## config.mk

```make
export PLATFORM = sky130hd
export DESIGN_NAME = dcm_pos_sched
export DESIGN_NICKNAME = d
export VERILOG_FILES = /design/src/rtl/dcm_pos_sched.sv
export SDC_FILE = /design/constraint.sdc
export NUM_CORES = 1
export LEC_CHECK = 0
export BUFFER_PORTS_ARGS = -buffer_cell sky130_fd_sc_hd__clkbuf_2
export CAP_MARGIN = 20
export CORE_UTILIZATION = 25
export CTS_BUF_LIST = sky130_fd_sc_hd__clkbuf_16
export CTS_CLUSTER_DIAMETER = 150
export DETAILED_ROUTE_END_ITERATION = 10
export GPL_TIMING_DRIVEN = 0
export SKIP_LAST_GASP = 1
export SYNTH_ARGS = -nofsm -noshare
export SYNTH_HDL_FRONTEND = slang
export SYNTH_SLANG_ARGS = --single-unit
```

## constraint.sdc

```tcl
create_clock -name clk -period 8.1 [get_ports clk]
set_input_delay 0.405 -clock clk [delete_from_list [all_inputs] [get_ports clk]]
set_output_delay 0.405 -clock clk [all_outputs]
set_load 0.02 [all_outputs]
```

## src/rtl/dcm_pos_sched.sv

```systemverilog
// dcm_pos_sched
//   Folds counted motor pulses into a shared position register file. Pulses
//   accumulate in small per-channel pending counters. A round-robin scheduler
//   then performs a read-modify-write of the selected channel's position word
//   (IDLE -> RD -> CALC -> WR). An SPI host can claim the register file
//   between updates, and it takes priority over pending work.
//
// Ports
//   clk        rising-edge clock
//   reset      asynchronous, active-low reset
//   pulse_evt  per-channel one-cycle pulse strobes
//   dir        per-channel direction (1 = decrement, 0 = increment)
//   host_req   host requests the register file
//   host_gnt   host owns the register file
//   rf_addr    channel index of the accessed position word
//   rf_rd      read strobe (rf_rdata valid one cycle later)
//   rf_rdata   position read data
//   rf_we      write strobe
//   rf_wdata   updated position
//   upd_valid  update strobe, coincident with rf_we
//   upd_chan   channel of the update
//   ovf        sticky pending-counter overflow flags
//   ovf_clr    per-channel clear of ovf
module dcm_pos_sched #(
  parameter int NCH   = 6,
  parameter int PW    = 24,
  parameter int PENDW = 3
) (
  input  logic             clk,
  input  logic             reset,
  input  logic [NCH-1:0]   pulse_evt,
  input  logic [NCH-1:0]   dir,
  input  logic             host_req,
  output logic             host_gnt,
  output logic [2:0]       rf_addr,
  output logic             rf_rd,
  input  logic [PW-1:0]    rf_rdata,
  output logic             rf_we,
  output logic [PW-1:0]    rf_wdata,
  output logic             upd_valid,
  output logic [2:0]       upd_chan,
  output logic [NCH-1:0]   ovf,
  input  logic [NCH-1:0]   ovf_clr
);

  typedef enum logic [2:0] {IDLE, HOST, RD, CALC, WR} state_t;

  localparam logic [PENDW-1:0] PEND_MAX = '1;

  state_t           state, next_state;
  logic [PENDW-1:0] pend [NCH];
  logic [2:0]       last_grant;
  logic [2:0]       ch;
  logic [PENDW-1:0] delta;
  logic             dir_q;
  logic [2:0]       sel_ch;
  logic             sel_found;
  logic             grant;
  logic [PW-1:0]    newpos;

  logic             host_gnt_d, rf_rd_d, rf_we_d;
  logic [2:0]       rf_addr_d, upd_chan_d;
  logic [PW-1:0]    rf_wdata_d;

  // Round-robin search: scan from the channel after the last grant and take
  // the first one with pulses pending.
  always_comb begin
    logic [2:0] idx;
    idx       = '0;
    sel_ch    = last_grant;
    sel_found = 1'b0;
    for (int k = 1; k <= NCH; k++) begin
      idx = 3'((int'(last_grant) + k) % NCH);
      if (!sel_found && pend[idx] != '0) begin
        sel_ch    = idx;
        sel_found = 1'b1;
      end
    end
  end

  // Next-state logic. The host only wins from IDLE, so an update that has
  // already started always runs to completion.
  always_comb begin
    next_state = state;
    case (state)
      IDLE:    if (host_req)       next_state = HOST;
               else if (sel_found) next_state = RD;
      HOST:    if (!host_req)      next_state = IDLE;
      RD:      next_state = CALC;
      CALC:    next_state = WR;
      WR:      next_state = IDLE;
      default: next_state = IDLE;
    endcase
  end

  assign grant = (state == IDLE) && (next_state == RD);

  // State register plus the channel, delta and direction captured at grant.
  // Direction is frozen here, so later changes of dir cannot affect this update.
  always_ff @(posedge clk or negedge reset) begin
    if (!reset) begin
      state      <= IDLE;
      last_grant <= 3'(NCH - 1);
      ch         <= '0;
      delta      <= '0;
      dir_q      <= 1'b0;
    end else begin
      state <= next_state;
      if (grant) begin
        ch         <= sel_ch;
        delta      <= pend[sel_ch];
        dir_q      <= dir[sel_ch];
        last_grant <= sel_ch;
      end
    end
  end

  // Pending counters. On the grant edge the granted counter restarts from that
  // cycle's pulse so that the pulse is not lost. A pulse into a full counter
  // is dropped and flagged. A set wins over a simultaneous clear.
  always_ff @(posedge clk or negedge reset) begin
    if (!reset) begin
      for (int i = 0; i < NCH; i++) pend[i] <= '0;
      ovf <= '0;
    end else begin
      for (int i = 0; i < NCH; i++) begin
        if (grant && sel_ch == 3'(i)) begin
          pend[i] <= PENDW'(pulse_evt[i]);
        end else if (pulse_evt[i] && pend[i] != PEND_MAX) begin
          pend[i] <= pend[i] + PENDW'(1);
        end
        if (pulse_evt[i] && pend[i] == PEND_MAX && !(grant && sel_ch == 3'(i)))
          ovf[i] <= 1'b1;
        else if (ovf_clr[i])
          ovf[i] <= 1'b0;
      end
    end
  end

  // Read data arrives during CALC; the result wraps modulo 2^PW.
  assign newpos = dir_q ? (rf_rdata - PW'(delta)) : (rf_rdata + PW'(delta));

  // Output decode from the upcoming state. The registered copies then line up
  // exactly with the state they belong to.
  always_comb begin
    host_gnt_d = (next_state == HOST);
    rf_rd_d    = (next_state == RD);
    rf_we_d    = (next_state == WR);
    rf_addr_d  = grant ? sel_ch : rf_addr;
    upd_chan_d = (state == CALC) ? ch : upd_chan;
    rf_wdata_d = (state == CALC) ? newpos : rf_wdata;
  end

  always_ff @(posedge clk or negedge reset) begin
    if (!reset) begin
      host_gnt  <= 1'b0;
      rf_rd     <= 1'b0;
      rf_we     <= 1'b0;
      upd_valid <= 1'b0;
      rf_addr   <= '0;
      rf_wdata  <= '0;
      upd_chan  <= '0;
    end else begin
      host_gnt  <= host_gnt_d;
      rf_rd     <= rf_rd_d;
      rf_we     <= rf_we_d;
      upd_valid <= rf_we_d;
      rf_addr   <= rf_addr_d;
      rf_wdata  <= rf_wdata_d;
      upd_chan  <= upd_chan_d;
    end
  end

endmodule

```

==> impl_metrics.tcl <==
set metrics [dict create \
    yosysWarnings 0 \
    slew_viol_final 0 \
    detail-route-antenna-nets 0 \
    worstSkewPairLatency_ns 0.34 \
    tightest_slew_ns 0.685 \
    die_area_mm2 0.0235 \
    grt_pass1_wl_mm 26.6 \
    syn_avg_cell_area_um2 8.73 \
    portBuffers 84 \
    crit_fanout 10 \
    worstPathRequired_ns 8.29 \
    antenna_found_initial 1 \
    initial_core_util 0.254 \
    clock_skew_ns 0.0102 \
    grt_remaining_overflow 0 \
    cts_max_level 3 \
    postSynth.asyncResetShare 1.00 \
    max_freq_ghz 0.185 \
    syn_nets 749 \
    grt_use_total 0.142 \
    synth_commonest_cells "nand2_1 (73), dfrtp_1 (64), ha_1 (47)" \
    slew_headroom 0.543 \
    worstPathArrival_ns 5.61 \
    wl_per_cell_um 15.7 \
    wirelength_mm 16.4 \
    diodes 0 \
    finalCriticalPeriod_ns 5.42 \
    nNetsFinal 846 \
    gp_congestion 0.883 \
    first_global_vias 5134 \
    dpl.hpwl_mm 12.8 \
    synth_cell_types 84 \
    syn_area_mm2 0.00573 \
    rsz0062_at_grt "no" \
    max_cap_violations 0 \
    rows 55 \
    drt-pass1-iter-count 5 \
    crit_path_start_kind "register" \
    vias 5292 \
    core_mm2 0.0226 \
    via_per_inst 5.08 \
    synth-edff-count 0 \
    yosysMostFrequentCell "nand2_1" \
    finalSetupViolCount 0 \
    cts_sinks 66 \
    hold_path.class "primary input to register" \
    critPathKind "register to register" \
    pin_count 85 \
    finalCritPeriodShare 0.669 \
    crit_path_end_kind "register" \
    synth-main-ff-cell "dfrtp_1" \
    drive_gt1_frac 0.197 \
    setup_tns_ns 0 \
    clock_path_buffers 2 \
    setup_ws_ns 2.68 \
    synth_area_leaders "dfrtp_1 (28%), ha_1 (10%), mux2i_1 (5.1%)" \
    die_w_um 153 \
    synth_top_area_frac 0.280 \
    fill_cells 2411 \
    ys_seq_area_frac 0.289 \
    cts_tree "yes" \
    die_h_um 153 \
    grt_max_degree 61 \
    path_clk_slew_ns 0.06 \
    cts-buffers-inserted 9 \
    areaGrowthSynthToFinish_pct 19.1 \
    drtIter0Drc 305 \
    post-place-ws_ns 2.73 \
    status "complete, no violations" \
    ys_ff_latch 66 \
    postSynthCellCount 656 \
    drc 0 \
    hold_viol_final 0 \
    root_buffer "clkbuf_16" \
    synth_top_area_cell "dfrtp_1" \
]
## logic make-up (layout without fill, tap and decap cells)
kind of cell	after synthesis	after routing	share of synthesized area
simple gates	226	226	0.203
compound gates	190	190	0.242
buf+inv	70	171	0.0520
flops	66	66	0.289
fa+ha+maj	48	48	0.106
mux	36	36	0.0664
xor+xnor	20	20	0.0417
## registers in the layout (all words and copies together) (netlist names)
name and cells:
delta 3, rf_wdata 24, upd_chan 3, ovf 6, upd_valid 1, last_grant 3, pend 18, host_gnt 1
dir_q 1, rf_addr 2, rf_rd 1, state 3
## stage by stage
stage           util  cell area [um^2]  instances  hold WS (ns)
2_1_floorplan      -              5730        656         0.109
4_1_cts        0.302              6820       1042         0.243
6_report       0.302              6820       1042         0.255
3_5_place_dp   0.289              6530       1026         0.274
3_3_place_gp   0.288              6500       1025         0.457
5_1_grt        0.302              6820       1042         0.256
## repair_timing
action                    4_1_cts  5_1_grt
hold buffers                    1        0
hold endpoints to repair        6        0
gates resized for setup         0        0
setup buffers                   0        0
## layer usage
layer | GRT usage | up-vias | share of wire
li1 | - | 2611 | -
met1 | 0.176 | 2506 | 0.44
met2 | 0.237 | 153 | 0.47
met3 | 0.0434 | 20 | 0.071
met4 | 0.0443 | 2 | 0.018
met5 | 0 | - | 0.00073
## worst paths after layout
path                            endpoint  slack (ns)           from  depth (start not counted)
setup reg to reg                   dir_q        2.68  last_grant[0]                         19
hold / removal                    ovf[4]        0.25     ovf_clr[4]                          2
hold reg to reg              rf_wdata[1]        0.47    rf_wdata[1]                          2
setup / recovery                   dir_q        2.68  last_grant[0]                         19
min in group asynchronous   rf_wdata[18]        0.45          reset                          2
max in group asynchronous  last_grant[0]        7.06          reset                          3
## critical path, stage by stage (launching register included)
cell	delay [ns]
dfstp_2	0.58
buf_2	0.24
buf_4	0.23
buf_4	0.21
buf_4	0.22
inv_1	0.15
ha_1	0.27
xor2_4	0.22
inv_2	0.11
ha_1	0.30
nor2b_1	0.19
a211oi_1	0.10
o31ai_1	0.49
a21boi_2	0.38
nand2_1	0.15
o31a_2	0.43
a21oi_2	0.23
buf_4	0.24
mux2i_1	0.35
o221ai_1	0.19
## layout by cell type (no fill, tap or decap), drive strengths merged, types with 7 or more instances in the layout
cell    instances
or3             8
inv            40
dfrtp          64
nand2b         10
o221ai          7
xnor2          12
nor3           25
clkbuf        111
xor2            8
nand4           9
a21o           15
o211ai          8
o31ai           8
nor2           41
ha             47
o22ai           7
nor2b          10
a211oi         16
mux2i          29
buf            12
nand2          74
o21ai          47
nor3b           7
nand3          12
nor4            9
a21oi          34
## area by class of cell
type	count	area [um^2]	share of cell area
well taps	285	357	0.0523
inverters	41	154	0.0226
flip-flops and latches	66	1650	0.243
clock inverters	6	50.0	0.00734
repair buffers	86	460	0.0675
plain buffers	29	144	0.0211
clock buffers	9	225	0.0330
multi-input cells	520	3770	0.553
Power is not shown: default switching activity piles up to over one toggle a cycle in this logic, so the estimate is an artifact.
